--- config.mk ---
export PLATFORM = sky130hd
export DESIGN_NAME = axi4_lite_slave_nport_flat
export DESIGN_NICKNAME = d
export VERILOG_FILES = /design/src/rtl/axi4_lite_pkg.sv /design/src/rtl/axi_lite_if.sv /design/src/rtl/axi4_lite_addr_decode.sv /design/src/rtl/axi4_lite_slave_nport.sv /design/src/flat_wrapper.sv
export SDC_FILE = /design/constraint.sdc
export NUM_CORES = 1
export LEC_CHECK = 0
export CORE_AREA = 2 2 142 144
export CTS_BUF_LIST = sky130_fd_sc_hd__clkbuf_2
export DETAILED_ROUTE_END_ITERATION = 10
export DIE_AREA = 0 0 144 146
export GPL_ROUTABILITY_DRIVEN = 1
export PLACE_DENSITY = 0.72
export SETUP_SLACK_MARGIN = 0.15
export SLEW_MARGIN = 10
export SYNTH_ARGS = -nofsm -noshare
export SYNTH_HDL_FRONTEND = slang
export SYNTH_HIERARCHICAL = 1
export SYNTH_SLANG_ARGS = --single-unit
--- constraint.sdc ---
create_clock -name ACLK -period 5.3 [get_ports ACLK]
set_input_delay 0.53 -clock ACLK [delete_from_list [all_inputs] [get_ports ACLK]]
set_output_delay 0.53 -clock ACLK [all_outputs]
set_load 0.03 [all_outputs]
--- src/rtl/axi4_lite_pkg.sv ---
`default_nettype none
// ============================================================================
// Module   : axi4_lite_pkg
// Purpose  : Shared response codes, channel FSM states and sizing helper
//            for the AXI4-Lite multi-port slave.
// Revision : 1.0
// ============================================================================
package axi4_lite_pkg;

    typedef enum logic [1:0] {
        OKAY   = 2'd0,
        EXOKAY = 2'd1,
        SLVERR = 2'd2,
        DECERR = 2'd3
    } resp_t;

    typedef enum logic [1:0] {
        IDLE     = 2'd0,
        DISPATCH = 2'd1,
        WAIT     = 2'd2,
        RESP     = 2'd3
    } chan_state_t;

    // Port-index width; a single port still needs a 1-bit index.
    function automatic int idx_width(input int n);
        return (n > 1) ? $clog2(n) : 1;
    endfunction

endpackage
`default_nettype wire

--- src/rtl/axi_lite_if.sv ---
`default_nettype none
// ============================================================================
// Module   : axi_lite_if
// Purpose  : AXI4-Lite bundle (AW, W, B, AR, R) with master/slave modports.
// Revision : 1.0
// ============================================================================
interface axi_lite_if #(
    parameter int ADDR_WIDTH = 32,
    parameter int DATA_WIDTH = 32
) (
    input logic ACLK
);
    logic [ADDR_WIDTH-1:0]   AWADDR;
    logic                    AWVALID;
    logic                    AWREADY;
    logic [DATA_WIDTH-1:0]   WDATA;
    logic [DATA_WIDTH/8-1:0] WSTRB;
    logic                    WVALID;
    logic                    WREADY;
    logic [1:0]              BRESP;
    logic                    BVALID;
    logic                    BREADY;
    logic [ADDR_WIDTH-1:0]   ARADDR;
    logic                    ARVALID;
    logic                    ARREADY;
    logic [DATA_WIDTH-1:0]   RDATA;
    logic [1:0]              RRESP;
    logic                    RVALID;
    logic                    RREADY;

    modport slave (
        input  AWADDR, AWVALID, WDATA, WSTRB, WVALID, BREADY, ARADDR, ARVALID, RREADY,
        output AWREADY, WREADY, BRESP, BVALID, ARREADY, RDATA, RRESP, RVALID
    );

    modport master (
        output AWADDR, AWVALID, WDATA, WSTRB, WVALID, BREADY, ARADDR, ARVALID, RREADY,
        input  AWREADY, WREADY, BRESP, BVALID, ARREADY, RDATA, RRESP, RVALID
    );
endinterface
`default_nettype wire

--- src/rtl/axi4_lite_addr_decode.sv ---
`default_nettype none
// ============================================================================
// Module   : axi4_lite_addr_decode
// Purpose  : Combinational address map: {mapped, port index, local offset}.
// Revision : 1.0
// ============================================================================
module axi4_lite_addr_decode
    import axi4_lite_pkg::*;
#(
    parameter int                       ADDRESS_WIDTH  = 32,
    parameter int                       NUM_PORTS      = 4,
    parameter int                       PORT_ADDR_BITS = 12,
    parameter logic [ADDRESS_WIDTH-1:0] BASE_ADDR      = '0,
    parameter int                       IDX_W          = idx_width(NUM_PORTS)
) (
    input  logic [ADDRESS_WIDTH-1:0]  i_addr,
    output logic                      o_mapped,
    output logic [IDX_W-1:0]          o_idx,
    output logic [PORT_ADDR_BITS-1:0] o_offset
);
    logic [ADDRESS_WIDTH:0]   w_diff;
    logic [ADDRESS_WIDTH-1:0] w_idx_full;

    // The extra MSB is the borrow: set when the address lies below the base.
    assign w_diff     = {1'b0, i_addr} - {1'b0, BASE_ADDR};
    assign w_idx_full = w_diff[ADDRESS_WIDTH-1:0] >> PORT_ADDR_BITS;
    assign o_mapped   = !w_diff[ADDRESS_WIDTH] && (w_idx_full < ADDRESS_WIDTH'(NUM_PORTS));
    assign o_idx      = w_idx_full[IDX_W-1:0];
    assign o_offset   = i_addr[PORT_ADDR_BITS-1:0];
endmodule
`default_nettype wire

--- src/rtl/axi4_lite_slave_nport.sv ---
`default_nettype none
// ============================================================================
// Module   : axi4_lite_slave_nport
// Purpose  : AXI4-Lite slave fanning out to NUM_PORTS request/done ports,
//            independent read and write FSMs. AXIL_SLV_TIMEOUT_EN adds a
//            WAIT-state timeout answering SLVERR.
// Revision : 1.0
// ============================================================================
module axi4_lite_slave_nport
    import axi4_lite_pkg::*;
#(
    parameter int                       DATA_WIDTH     = 32,
    parameter int                       ADDRESS_WIDTH  = 32,
    parameter int                       NUM_PORTS      = 4,
    parameter int                       PORT_ADDR_BITS = 12,
    parameter logic [ADDRESS_WIDTH-1:0] BASE_ADDR      = '0,
    parameter int                       TIMEOUT_CYCLES = 256
) (
    input  logic                             ACLK,
    input  logic                             ARESET,
    axi_lite_if.slave                        axi,
    output logic [PORT_ADDR_BITS-1:0]        per_waddr,
    output logic [DATA_WIDTH-1:0]            per_wdata,
    output logic [DATA_WIDTH/8-1:0]          per_wstrb,
    output logic [NUM_PORTS-1:0]             per_write,
    input  logic [NUM_PORTS-1:0]             per_write_done,
    input  logic [NUM_PORTS*2-1:0]           per_bresp,
    output logic [PORT_ADDR_BITS-1:0]        per_raddr,
    output logic [NUM_PORTS-1:0]             per_read,
    input  logic [NUM_PORTS-1:0]             per_read_done,
    input  logic [NUM_PORTS*DATA_WIDTH-1:0]  per_rdata,
    input  logic [NUM_PORTS*2-1:0]           per_rresp
);
    localparam int IDX_W = idx_width(NUM_PORTS);

    if (NUM_PORTS < 1 || NUM_PORTS > 16) begin : g_bad_num_ports
        $error("NUM_PORTS must be 1..16");
    end
    if (TIMEOUT_CYCLES < 1 || DATA_WIDTH % 8 != 0) begin : g_bad_params
        $error("TIMEOUT_CYCLES must be >= 1 and DATA_WIDTH a multiple of 8");
    end

    // ---------------- write channel ----------------
    chan_state_t              r_wr_state, w_wr_next;
    logic                     r_awready, r_wready, r_aw_done, r_w_done;
    logic [ADDRESS_WIDTH-1:0] r_awaddr;
    logic [DATA_WIDTH-1:0]    r_wdata;
    logic [DATA_WIDTH/8-1:0]  r_wstrb;
    resp_t                    r_bresp;
    logic                     w_wr_mapped, w_aw_hs, w_w_hs, w_wr_done, w_wr_expired;
    logic [IDX_W-1:0]         w_wr_idx;

    axi4_lite_addr_decode #(
        .ADDRESS_WIDTH(ADDRESS_WIDTH), .NUM_PORTS(NUM_PORTS),
        .PORT_ADDR_BITS(PORT_ADDR_BITS), .BASE_ADDR(BASE_ADDR), .IDX_W(IDX_W)
    ) u_wr_dec (
        .i_addr(r_awaddr), .o_mapped(w_wr_mapped), .o_idx(w_wr_idx), .o_offset(per_waddr)
    );

    assign w_aw_hs   = axi.AWVALID && r_awready;
    assign w_w_hs    = axi.WVALID && r_wready;
    assign w_wr_done = per_write_done[w_wr_idx];

    always_comb begin
        w_wr_next = r_wr_state;
        case (r_wr_state)
            IDLE:     if (r_aw_done && r_w_done) w_wr_next = DISPATCH;
            DISPATCH: w_wr_next = w_wr_mapped ? WAIT : RESP;
            WAIT:     if (w_wr_done || w_wr_expired) w_wr_next = RESP;
            RESP:     if (axi.BREADY) w_wr_next = IDLE;
            default:  w_wr_next = IDLE;
        endcase
    end

    always_ff @(posedge ACLK) begin
        if (ARESET) begin
            r_wr_state <= IDLE;
            r_awready  <= 1'b0;
            r_wready   <= 1'b0;
            r_aw_done  <= 1'b0;
            r_w_done   <= 1'b0;
            r_awaddr   <= '0;
            r_wdata    <= '0;
            r_wstrb    <= '0;
            r_bresp    <= OKAY;
        end else begin
            r_wr_state <= w_wr_next;
            // Capture flags live only while IDLE; READY drops after its own handshake.
            r_aw_done  <= (w_wr_next == IDLE) && (r_aw_done || w_aw_hs);
            r_w_done   <= (w_wr_next == IDLE) && (r_w_done || w_w_hs);
            r_awready  <= (w_wr_next == IDLE) && !(r_aw_done || w_aw_hs);
            r_wready   <= (w_wr_next == IDLE) && !(r_w_done || w_w_hs);
            if (w_aw_hs) r_awaddr <= axi.AWADDR;
            if (w_w_hs) begin
                r_wdata <= axi.WDATA;
                r_wstrb <= axi.WSTRB;
            end
            if (r_wr_state == DISPATCH && !w_wr_mapped) begin
                r_bresp <= DECERR;
            end else if (r_wr_state == WAIT) begin
                if (w_wr_done)         r_bresp <= resp_t'(per_bresp[{w_wr_idx, 1'b0} +: 2]);
                else if (w_wr_expired) r_bresp <= SLVERR;
            end
        end
    end

    assign per_wdata   = r_wdata;
    assign per_wstrb   = r_wstrb;
    assign per_write   = (r_wr_state == DISPATCH && w_wr_mapped) ? (NUM_PORTS'(1) << w_wr_idx) : '0;
    assign axi.AWREADY = r_awready;
    assign axi.WREADY  = r_wready;
    assign axi.BVALID  = (r_wr_state == RESP);
    assign axi.BRESP   = r_bresp;

    // ---------------- read channel ----------------
    chan_state_t              r_rd_state, w_rd_next;
    logic                     r_arready, r_ar_done;
    logic [ADDRESS_WIDTH-1:0] r_araddr;
    logic [DATA_WIDTH-1:0]    r_rdata;
    resp_t                    r_rresp;
    logic                     w_rd_mapped, w_ar_hs, w_rd_done, w_rd_expired;
    logic [IDX_W-1:0]         w_rd_idx;

    axi4_lite_addr_decode #(
        .ADDRESS_WIDTH(ADDRESS_WIDTH), .NUM_PORTS(NUM_PORTS),
        .PORT_ADDR_BITS(PORT_ADDR_BITS), .BASE_ADDR(BASE_ADDR), .IDX_W(IDX_W)
    ) u_rd_dec (
        .i_addr(r_araddr), .o_mapped(w_rd_mapped), .o_idx(w_rd_idx), .o_offset(per_raddr)
    );

    assign w_ar_hs   = axi.ARVALID && r_arready;
    assign w_rd_done = per_read_done[w_rd_idx];

    always_comb begin
        w_rd_next = r_rd_state;
        case (r_rd_state)
            IDLE:     if (r_ar_done) w_rd_next = DISPATCH;
            DISPATCH: w_rd_next = w_rd_mapped ? WAIT : RESP;
            WAIT:     if (w_rd_done || w_rd_expired) w_rd_next = RESP;
            RESP:     if (axi.RREADY) w_rd_next = IDLE;
            default:  w_rd_next = IDLE;
        endcase
    end

    always_ff @(posedge ACLK) begin
        if (ARESET) begin
            r_rd_state <= IDLE;
            r_arready  <= 1'b0;
            r_ar_done  <= 1'b0;
            r_araddr   <= '0;
            r_rdata    <= '0;
            r_rresp    <= OKAY;
        end else begin
            r_rd_state <= w_rd_next;
            r_ar_done  <= (w_rd_next == IDLE) && (r_ar_done || w_ar_hs);
            r_arready  <= (w_rd_next == IDLE) && !(r_ar_done || w_ar_hs);
            if (w_ar_hs) r_araddr <= axi.ARADDR;
            if (r_rd_state == DISPATCH && !w_rd_mapped) begin
                r_rdata <= '0;
                r_rresp <= DECERR;
            end else if (r_rd_state == WAIT) begin
                if (w_rd_done) begin
                    r_rdata <= per_rdata[int'(w_rd_idx) * DATA_WIDTH +: DATA_WIDTH];
                    r_rresp <= resp_t'(per_rresp[{w_rd_idx, 1'b0} +: 2]);
                end else if (w_rd_expired) begin
                    r_rdata <= '0;
                    r_rresp <= SLVERR;
                end
            end
        end
    end

    assign per_read    = (r_rd_state == DISPATCH && w_rd_mapped) ? (NUM_PORTS'(1) << w_rd_idx) : '0;
    assign axi.ARREADY = r_arready;
    assign axi.RVALID  = (r_rd_state == RESP);
    assign axi.RDATA   = r_rdata;
    assign axi.RRESP   = r_rresp;

    // ---------------- optional WAIT timeout ----------------
`ifdef AXIL_SLV_TIMEOUT_EN
    localparam int CNT_W = $clog2(TIMEOUT_CYCLES + 1);
    logic [CNT_W-1:0] r_wr_cnt, r_rd_cnt;

    assign w_wr_expired = (r_wr_cnt == CNT_W'(TIMEOUT_CYCLES));
    assign w_rd_expired = (r_rd_cnt == CNT_W'(TIMEOUT_CYCLES));

    always_ff @(posedge ACLK) begin
        if (ARESET) begin
            r_wr_cnt <= '0;
            r_rd_cnt <= '0;
        end else begin
            if (r_wr_state != WAIT)  r_wr_cnt <= '0;
            else if (!w_wr_expired)  r_wr_cnt <= r_wr_cnt + 1'b1;
            if (r_rd_state != WAIT)  r_rd_cnt <= '0;
            else if (!w_rd_expired)  r_rd_cnt <= r_rd_cnt + 1'b1;
        end
    end
`else
    assign w_wr_expired = 1'b0;
    assign w_rd_expired = 1'b0;
`endif

endmodule
`default_nettype wire
--- src/flat_wrapper.sv ---
// flat-port wrapper written by rule: the top's interface ports become plain ports
module axi4_lite_slave_nport_flat import axi4_lite_pkg::*;
#(
    parameter int                       DATA_WIDTH     = 32,
    parameter int                       ADDRESS_WIDTH  = 32,
    parameter int                       NUM_PORTS      = 4,
    parameter int                       PORT_ADDR_BITS = 12,
    parameter logic [ADDRESS_WIDTH-1:0] BASE_ADDR      = '0,
    parameter int                       TIMEOUT_CYCLES = 256
)
  (ACLK, ARESET, per_waddr, per_wdata, per_wstrb, per_write, per_write_done, per_bresp, per_raddr, per_read, per_read_done, per_rdata, per_rresp, axi_AWADDR, axi_AWVALID, axi_WDATA, axi_WSTRB, axi_WVALID, axi_BREADY, axi_ARADDR, axi_ARVALID, axi_RREADY, axi_AWREADY, axi_WREADY, axi_BRESP, axi_BVALID, axi_ARREADY, axi_RDATA, axi_RRESP, axi_RVALID);
  axi_lite_if #(.DATA_WIDTH(DATA_WIDTH)) axi_i (.ACLK(ACLK));
  input  logic ACLK;
  input  logic ARESET;
  output logic [PORT_ADDR_BITS-1:0] per_waddr;
  output logic [DATA_WIDTH-1:0] per_wdata;
  output logic [DATA_WIDTH/8-1:0] per_wstrb;
  output logic [NUM_PORTS-1:0] per_write;
  input  logic [NUM_PORTS-1:0] per_write_done;
  input  logic [NUM_PORTS*2-1:0] per_bresp;
  output logic [PORT_ADDR_BITS-1:0] per_raddr;
  output logic [NUM_PORTS-1:0] per_read;
  input  logic [NUM_PORTS-1:0] per_read_done;
  input  logic [NUM_PORTS*DATA_WIDTH-1:0] per_rdata;
  input  logic [NUM_PORTS*2-1:0] per_rresp;
  input wire logic [$bits(axi_i.AWADDR)-1:0] axi_AWADDR;
  input wire logic [$bits(axi_i.AWVALID)-1:0] axi_AWVALID;
  input wire logic [$bits(axi_i.WDATA)-1:0] axi_WDATA;
  input wire logic [$bits(axi_i.WSTRB)-1:0] axi_WSTRB;
  input wire logic [$bits(axi_i.WVALID)-1:0] axi_WVALID;
  input wire logic [$bits(axi_i.BREADY)-1:0] axi_BREADY;
  input wire logic [$bits(axi_i.ARADDR)-1:0] axi_ARADDR;
  input wire logic [$bits(axi_i.ARVALID)-1:0] axi_ARVALID;
  input wire logic [$bits(axi_i.RREADY)-1:0] axi_RREADY;
  output wire logic [$bits(axi_i.AWREADY)-1:0] axi_AWREADY;
  output wire logic [$bits(axi_i.WREADY)-1:0] axi_WREADY;
  output wire logic [$bits(axi_i.BRESP)-1:0] axi_BRESP;
  output wire logic [$bits(axi_i.BVALID)-1:0] axi_BVALID;
  output wire logic [$bits(axi_i.ARREADY)-1:0] axi_ARREADY;
  output wire logic [$bits(axi_i.RDATA)-1:0] axi_RDATA;
  output wire logic [$bits(axi_i.RRESP)-1:0] axi_RRESP;
  output wire logic [$bits(axi_i.RVALID)-1:0] axi_RVALID;
  assign axi_i.AWADDR = axi_AWADDR;
  assign axi_i.AWVALID = axi_AWVALID;
  assign axi_i.WDATA = axi_WDATA;
  assign axi_i.WSTRB = axi_WSTRB;
  assign axi_i.WVALID = axi_WVALID;
  assign axi_i.BREADY = axi_BREADY;
  assign axi_i.ARADDR = axi_ARADDR;
  assign axi_i.ARVALID = axi_ARVALID;
  assign axi_i.RREADY = axi_RREADY;
  assign axi_AWREADY = axi_i.AWREADY;
  assign axi_WREADY = axi_i.WREADY;
  assign axi_BRESP = axi_i.BRESP;
  assign axi_BVALID = axi_i.BVALID;
  assign axi_ARREADY = axi_i.ARREADY;
  assign axi_RDATA = axi_i.RDATA;
  assign axi_RRESP = axi_i.RRESP;
  assign axi_RVALID = axi_i.RVALID;
  axi4_lite_slave_nport #(.DATA_WIDTH(DATA_WIDTH), .ADDRESS_WIDTH(ADDRESS_WIDTH), .NUM_PORTS(NUM_PORTS), .PORT_ADDR_BITS(PORT_ADDR_BITS), .BASE_ADDR(BASE_ADDR), .TIMEOUT_CYCLES(TIMEOUT_CYCLES)) u_core (.ACLK(ACLK), .ARESET(ARESET), .axi(axi_i), .per_waddr(per_waddr), .per_wdata(per_wdata), .per_wstrb(per_wstrb), .per_write(per_write), .per_write_done(per_write_done), .per_bresp(per_bresp), .per_raddr(per_raddr), .per_read(per_read), .per_read_done(per_read_done), .per_rdata(per_rdata), .per_rresp(per_rresp));
endmodule
==> Yosys cells after proc, flatten, opt, wreduce, memory -nomap -nowiden <==
Cells that the tools add are included.
{ "word_totals": {"regBits": 146, "latch_bits": 0, "ramBits": 0, "mem_bits_ro": 0, "input_bits": 259, "output_inout_bits": 109, "elab_cells": 86, "n_memories": 0} }
{ "op_classes": {"addsub": 0, "mul": 0, "n_div": 0, "n_lt_le_gt_ge": 4, "eq_ne": 6, "n_shift": 5, "mux": 22, "bitwise": 0, "n_reduce_logical": 34} }
{ "op_table": {"columns": ["operator", "n"], "rows": [
  ["indexed part select 128 x 8 -> 32 bit", 1],
  ["less-than comparator 20 x 3 -> 1 bit, second input constant", 2],
  ["2-to-1 mux 2 bit", 12],
  ["one-hot mux 2 bit (4 select lines)", 2],
  ["indexed part select 8 x 4 -> 2 bit", 2],
  ["logical AND 1 bit", 14],
  ["== test 2 bit, second input constant", 4],
  ["logical NOT 2 bit", 4],
  ["2-to-1 mux 4 bit", 2],
  ["nonzero test 2 bit", 4],
  ["<< shifter 1 x 2 -> 4 bit, first input constant", 2],
  ["less-than comparator 2 x 3 -> 1 bit, second input constant", 2],
  ["AND reduction 2 bit", 3],
  ["logical NOT 1 bit", 5],
  ["binary-select mux 1 bit (select 2 bit)", 2],
  ["== test 2 x 1 -> 1 bit, second input constant", 2],
  ["2-to-1 mux 1 bit", 4],
  ["logical OR 1 bit", 3],
  ["OR reduction 2 bit", 1]
]} }

==> Depth between registers and ports, before layout <==
Gate-level depths: netlist (run 1).
{ "depth": {"depth_word": 6, "mapped_depth": 8, "depth_no_buf": 6} }

==> Cells and area by module <==
The synthesis (run 1) kept the hierarchy.
{ "by_module_without_submodules": {"columns": ["module", "instances", "cells_each", "area_each_um2", "seq_area_each_um2"], "rows": [
  ["axi4_lite_slave_nport", 1, 672, 6202.2, 2922.8],
  ["axi4_lite_addr_decode", 2, 20, 148.9, 0.0]
]} }

==> Least setup slack after synthesis (run 1) <==
OpenSTA, ideal clock, no wires.
{ "synth_path": {"path_kind": "reg-to-output", "from": "register u_core.r_araddr[25]", "to": "output per_read[0]", "arrival_ns": 2.072, "required_ns": 4.770, "setup_slack_ns": 2.698, "path_stages_with_launch": 5, "n_path_buf": 0, "path_cell_list": "dfxtp_1 > or4_1 > nor4_2 > and3b_2 > nor3b_1"} }
{ "synth_via": {"elab_chain_cells": 3} }
{ "synth_lines": {"columns": ["element", "line", "rtl"], "rows": [
  ["start, declared", "axi4_lite_slave_nport.sv:118", "logic [ADDRESS_WIDTH-1:0] r_araddr;"],
  ["start signal, assigned", "axi4_lite_slave_nport.sv:157", "if (w_ar_hs) r_araddr <= axi.ARADDR;"],
  ["less-than comparator 20 x 3 -> 1 bit", "axi4_lite_addr_decode.sv:27", "assign o_mapped = !w_diff[ADDRESS_WIDTH] && (w_idx_full < ADDRESS_WIDTH'(NUM_PORTS));"],
  ["net u_core.w_rd_mapped", "axi4_lite_slave_nport.sv:121", "logic w_rd_mapped, w_ar_hs, w_rd_done, w_rd_expired;"],
  ["logical AND 1 bit", "axi4_lite_slave_nport.sv:173", "assign per_read = (r_rd_state == DISPATCH && w_rd_mapped) ? (NUM_PORTS'(1) << w_rd_idx) : '0;"],
  ["2-to-1 mux 4 bit", "axi4_lite_slave_nport.sv:173", null],
  ["end, declared", "flat_wrapper.sv:22", "output logic [NUM_PORTS-1:0] per_read;"]
]} }
The timed path passes the listed nets, and every way through them passes these cells.

==> Worst setup path in the final report (run 1) <==
Same ends and word-level chain as after synthesis.

==> impl_metrics.tcl, run 1 <==
set metrics [dict create \
    p_switching_mw 0.874 \
    synth_seq_cells 146 \
    gp_congestion 0.789 \
    clock_latency_ns 0.68 \
    crit_cells 5 \
    cp-start-kind "flip-flop" \
    vias 6094 \
    peakVddDrop_v 0.000189 \
    numCtsBuffers 17 \
    yosysWarnings 6 \
    min_from "axi_WDATA[5]" \
    clk_pin_slew_ns 0.26 \
    grt_pass1_wl_um 31900 \
    syn_inst 712 \
    dp_hpwl_um 16700 \
    worst_ep_required_time_ns 4.77 \
    drive_above_1_share_pct 10.4 \
    ant_nets 0 \
    worstRegToRegCells 6 \
    layout_setup_ws_ns 1.62 \
    io_pins 368 \
    stdcell_count 1308 \
    slowest_stage "clkdlybuf4s50_1" \
    worst_setup_path_end_kind "output pin" \
    cp_num_buf_inv 1 \
    synth.avg_cell_area_sq_um 9.13 \
    cts_hold_buf 0 \
    max_cap_viol_count 0 \
    cts-root-buf "clkbuf_2" \
    fin_util_pct 53.5 \
    leakage_nw 3.54 \
    clkPwrFrac_pct 24.4 \
    cts.path.max_buffers 2 \
    power.density_nw_per_um2 261 \
    internal_power_mw 1.82 \
    nNetsFinal 1284 \
    fp.dieW_um 144 \
    io_buffers 367 \
    wire_per_inst_um 16.6 \
    grt_overflow_total 0 \
    r2r-start "u_core/r_araddr[12]" \
    post_cts_buffers 0 \
    core_area_sq_um 19300 \
    cts.sinks 146 \
    start_util_pct 33.6 \
    fmax_ghz 0.272 \
    ys.flop_type "dfxtp_1" \
    arrival_ns 3.15 \
    dpl.cell_count 1271 \
    cts_tree "yes" \
    antenna_found_initial 6 \
    tightest_slew_ns 1.10 \
    dieHeight_um 146 \
    rsz0062_at_grt "false" \
    tns_ns 0 \
    max_stage_delay_ns 0.71 \
    rows 51 \
    finalMaxSlewViolations 0 \
    netlist_area_sq_um 6500 \
    cts_max_level 4 \
    drt_iter0_drc 291 \
    cts_resized 0 \
    min_period_ns 3.68 \
    path_cells "or4_1 > nor4_2 > and3b_2 > nor3b_1 > clkdlybuf4s50_1" \
    setup_violations 0 \
    ys_seq_area_share_pct 45.0 \
    wl_um 21700 \
    synth_edf_count 0 \
    drc 0 \
    relSlewSlack_pct 26.9 \
    cp_top_family "simple AND/OR/NAND/NOR gates" \
    combPwrFrac_pct 29.1 \
    layout_commonest_cell "clkdlybuf4s50_1" \
    hold_depth 3 \
    ys_types 40 \
    crit_start "u_core/r_araddr[25]" \
    grt_pass1_vias 5873 \
    dieArea_sq_um 21000 \
    period_share_pct 69.4 \
    skew_ns 0.0407 \
    mostFrequentLayoutCells "clkdlybuf4s50_1 (366), nand2_1 (211), dfxtp_1 (144)" \
    syn_to_final_growth_pct 59.2 \
    hold_path_class "primary input to flip-flop" \
    path_max_fanout 4 \
    p_seq_share_pct 46.5 \
    final_hold_viol_count 0 \
    critical_path_class "flip-flop to output pin" \
    grtUsageTotal_pct 19.8 \
    first_pass_iters 4 \
    synthArstFlopShare_pct 0 \
    sw_frac_of_total_pct 32.4 \
    status "finished, final reports clean" \
    viasPerCell 4.66 \
    dp_slack_ns 2.26 \
    syn-num-nets 971 \
    grt_max_degree 83 \
]
==> power groups by stage <==
stage | clock network [mW] | logic (mW) | registers (mW)
finish | 0.659 | 0.785 | 1.25
global route | 0.735 | 0.841 | 1.27
CTS | 0.687 | 0.793 | 1.26
detailed placement | 0 | 0.790 | 1.28
global placement | 0 | 0.784 | 1.27
floorplan | 0 | 0.377 | 1.33
==> worst paths after layout <==
check	end	slack, ns
worst max-delay path	per_read[0]	1.62
worst min-delay path	u_core/per_wdata[5]	0.35
worst max register to register	u_core/axi.RDATA[11]	2.37
worst min register to register	u_core/axi.AWREADY	0.46
==> worst register-to-register path: cells and delay by family, from the launching register on <==
family	cells	cell delay, ns
AOI/OAI and AO/OA	1	0.59
buffers and inverters	2	0.95
DFF	1	0.81
muxes	1	0.27
and+or+nand+nor	2	0.22
==> cells in the mapped netlist, types with 2 or more instances <==
| cell type | n | area [sq um] |
|---|---|---|
| inv_1 | 4 | 15.0 |
| nand3_1 | 3 | 15.0 |
| nor3b_1 | 4 | 30.0 |
| nand3b_1 | 2 | 15.0 |
| nor4_2 | 2 | 25.0 |
| dfxtp_1 | 146 | 2920 |
| and2_1 | 3 | 18.8 |
| nand2_1 | 211 | 792 |
| nor4_1 | 6 | 37.5 |
| and3_1 | 2 | 12.5 |
| buf_4 | 30 | 225 |
| mux4_2 | 36 | 811 |
| buf_2 | 7 | 35.0 |
| nor3_1 | 4 | 20.0 |
| a21oi_1 | 105 | 526 |
| clkbuf_1 | 26 | 97.6 |
| or4_1 | 2 | 15.0 |
| a211oi_1 | 4 | 30.0 |
| buf_12 | 3 | 60.1 |
| mux2_2 | 2 | 22.5 |
| nor2_1 | 25 | 93.8 |
| buf_1 | 13 | 48.8 |
| nor2_2 | 19 | 119 |
| mux2i_1 | 37 | 370 |
==> sequential cells by signal (all words and copies together) (netlist names), 2 cells and up <==
signal	cells
u_core/per_wdata	32
u_core/r_wr_state	2
u_core/r_rd_state	2
u_core/axi.RRESP	2
u_core/r_araddr	32
u_core/per_wstrb	4
u_core/axi.RDATA	32
u_core/axi.BRESP	2
u_core/r_awaddr	32
==> final cells by class <==
type / instances / area, sq um
fill: 1822 / 8990
timing repair buffer: 374 / 3720
multi-input combinational: 482 / 3090
sequential: 146 / 2930
tap: 265 / 332
clock inverter: 13 / 150
clock buffer: 19 / 95.1
inverter: 4 / 15.0
antenna: 5 / 12.5
==> routing by layer <==
| layer | vias up | track usage (%) | routed length (um) |
|---|---|---|---|
| met1 | 2827 | 23.0 | 8700 |
| met2 | 218 | 34.6 | 11100 |
| li1 | 3032 | - | - |
| met4 | 0 | 6.76 | 397 |
| met3 | 17 | 5.69 | 1550 |
| met5 | - | 0 | 0 |
==> per-stage QoR <==
stage	power, mW	cell area, sq um	hold WS (ns)
final	2.70	10300	0.348
after global routing	2.84	10300	0.238
after CTS	2.74	10300	0.265
after detailed placement	2.07	10100	0.443
after global placement	2.06	10100	0.440
after floorplan	1.71	6500	0.426
==> cell families (layout without fill, tap and decap cells) <==
logic type             count (synthesis)  count (layout)  synth area share [%]
AO/OA/AOI/OAI                        115             115                  9.43
buffers and inverters                 84             410                  7.58
flip-flops                           146             146                  45.0
multiplexers                          75              75                  18.5
other                                  0               5                     0
AND/OR/NAND/NOR                      292             292                  19.5
Power figures use the tool's default switching activity.
==> run 2: changes to the inputs <==
--- a/config.mk
+++ b/config.mk
@@ -10,7 +10,7 @@
 export DETAILED_ROUTE_END_ITERATION = 10
 export DIE_AREA = 0 0 144 146
 export GPL_ROUTABILITY_DRIVEN = 1
-export PLACE_DENSITY = 0.72
+export PLACE_DENSITY = 0.74
 export SETUP_SLACK_MARGIN = 0.15
 export SLEW_MARGIN = 10
 export SYNTH_ARGS = -nofsm -noshare
==> constraint.sdc (replaced) <==
create_clock -name ACLK -period 3.2 [get_ports ACLK]
set_input_delay 0.32 -clock ACLK [delete_from_list [all_inputs] [get_ports ACLK]]
set_output_delay 0.32 -clock ACLK [all_outputs]
set_load 0.03 [all_outputs]
==> run 2 against run 1 <==
Against the previous run:
- total power rose by 68%
- via count increased by 1.3%
- sequential power grew 65%
- register-to-register slack got worse by 1.5 ns
- clock skew hardly changed
- cell count rose by 0.46%
==> impl_metrics.tcl, run 2 (same netlist as run 1, synthesis figures left out) <==
set metrics [dict create \
    ant_nets 0 \
    min_period_ns 2.86 \
    dp_slack_ns 0.483 \
    fin_util_pct 54.0 \
    power.density_nw_per_um2 435 \
    skew_ns 0.0403 \
    setup_violations 0 \
    drive_above_1_share_pct 12.1 \
    vias 6175 \
    core_area_sq_um 19300 \
    gp_congestion 0.763 \
    drt_iter0_drc 220 \
    antenna_found_initial 3 \
    arrival_ns 2.54 \
    fmax_ghz 0.350 \
    dieHeight_um 146 \
    tns_ns 0 \
    layout_setup_ws_ns 0.342 \
    layout_commonest_cell "clkdlybuf4s50_1" \
    grtUsageTotal_pct 19.7 \
    p_total_mw 4.54 \
    rsz0062_at_grt "true" \
    dieArea_sq_um 21000 \
    grt_pass1_wl_um 31900 \
    dp_hpwl_um 16300 \
    syn_to_final_growth_pct 60.5 \
    cts.sinks 146 \
    path_max_fanout 4 \
    clk_pin_slew_ns 0.25 \
    critical_path_class "flip-flop to output pin" \
    io_buffers 367 \
    io_pins 368 \
    relSlewSlack_pct 30.2 \
    crit_cells 6 \
    slowest_stage "or4_1" \
    first_pass_iters 4 \
    worstRegToRegCells 8 \
    max_stage_delay_ns 0.55 \
    cp_num_buf_inv 1 \
    grt_max_degree 52 \
    peakVddDrop_v 0.000239 \
    leakage_nw 3.62 \
    worst_ep_required_time_ns 2.88 \
    nNetsFinal 1292 \
    holdWs_ns 0.112 \
    start_util_pct 33.6 \
    final_hold_viol_count 0 \
    fp.dieW_um 144 \
    worst_setup_path_end_kind "output pin" \
    mostFrequentLayoutCells "clkdlybuf4s50_1 (358), nand2_1 (211), dfxtp_1 (144)" \
    cts-root-buf "clkbuf_2" \
    wire_per_inst_um 16.2 \
    hold_depth 3 \
    path_cells "or4_1 > nor4_4 > and3b_2 > nand2_1 > nor2_1 > clkdlybuf4s18_2" \
    rows 51 \
    numCtsBuffers 17 \
    clock_latency_ns 0.71 \
    viasPerCell 4.70 \
    grt_pass1_vias 6092 \
    cts_tree "yes" \
    grt_overflow_total 0 \
    tightest_slew_ns 1.04 \
    cp-start-kind "flip-flop" \
    status "finished, final reports clean" \
    wl_um 21300 \
    drc 0 \
    cts.path.max_buffers 2 \
    period_share_pct 89.3 \
    cp_top_family "simple AND/OR/NAND/NOR gates" \
    cts_max_level 4 \
    finalMaxSlewViolations 0 \
    hold_path_class "primary input to flip-flop" \
    max_cap_viol_count 0 \
]
[run 2: worst reg2reg max path, stage by stage (launching register included)]
cell and delay (ns):
dfxtp_1 0.36, or4_1 0.57, nor4_4 0.26, buf_4 0.16, buf_4 0.09, nor3b_1 0.09
or2_1 0.23, buf_4 0.27, nor2_1 0.19
[run 2: power by group]
part | internal, mW | switching (mW)
Sequential | 1.97 | 0.0942
Combinational | 0.707 | 0.650
Clock | 0.381 | 0.742
Total | 3.05 | 1.49
[run 2: per-layer routing]
layer  part of all wire (%)  global-route usage (%)  up-vias
met4                    2.9                    8.38        0
li1                       -                       -     3046
met5                      0                       0        -
met3                    8.7                    6.45       40
met1                     38                    21.8     2848
met2                     50                    34.3      241
[run 2: worst paths after layout]
kind	endpoint	start	slack [ns]
setup / recovery	per_write[1]	u_core/r_awaddr[24]	0.34
hold / removal	u_core/r_awaddr[13]	axi_AWADDR[13]	0.11
setup reg to reg	u_core/axi.RDATA[25]	u_core/r_araddr[25]	0.92
hold reg to reg	u_core/per_wdata[4]	u_core/per_wdata[4]	0.47
[run 2: through the flow]
| stage | cell area [sq um] | std cells |
|---|---|---|
| finish | 10400 | 1314 |
| global route | 10400 | 1314 |
| CTS | 10400 | 1309 |
| floorplan | 6500 | 712 |
| global placement | 10100 | 1276 |
| detailed placement | 10100 | 1276 |
[run 2: repair_timing]
item,4_1_cts,5_1_grt
hold endpoints to repair,6,0
buffers inserted,0,2
hold buffers,1,0
endpoints found under the setup margin,8,8
pin swaps,2,2
resized for setup,32,17
[run 2: area by class of cell]
type / count / area [sq um]
Antenna cell: 3 / 7.51
Multi-Input combinational cell: 482 / 3130
Tap cell: 265 / 332
Timing Repair Buffer: 382 / 3770
Fill cell: 1781 / 8900
Clock buffer: 17 / 85.1
Sequential cell: 146 / 2930
Clock inverter: 15 / 169
Inverter: 4 / 15.0
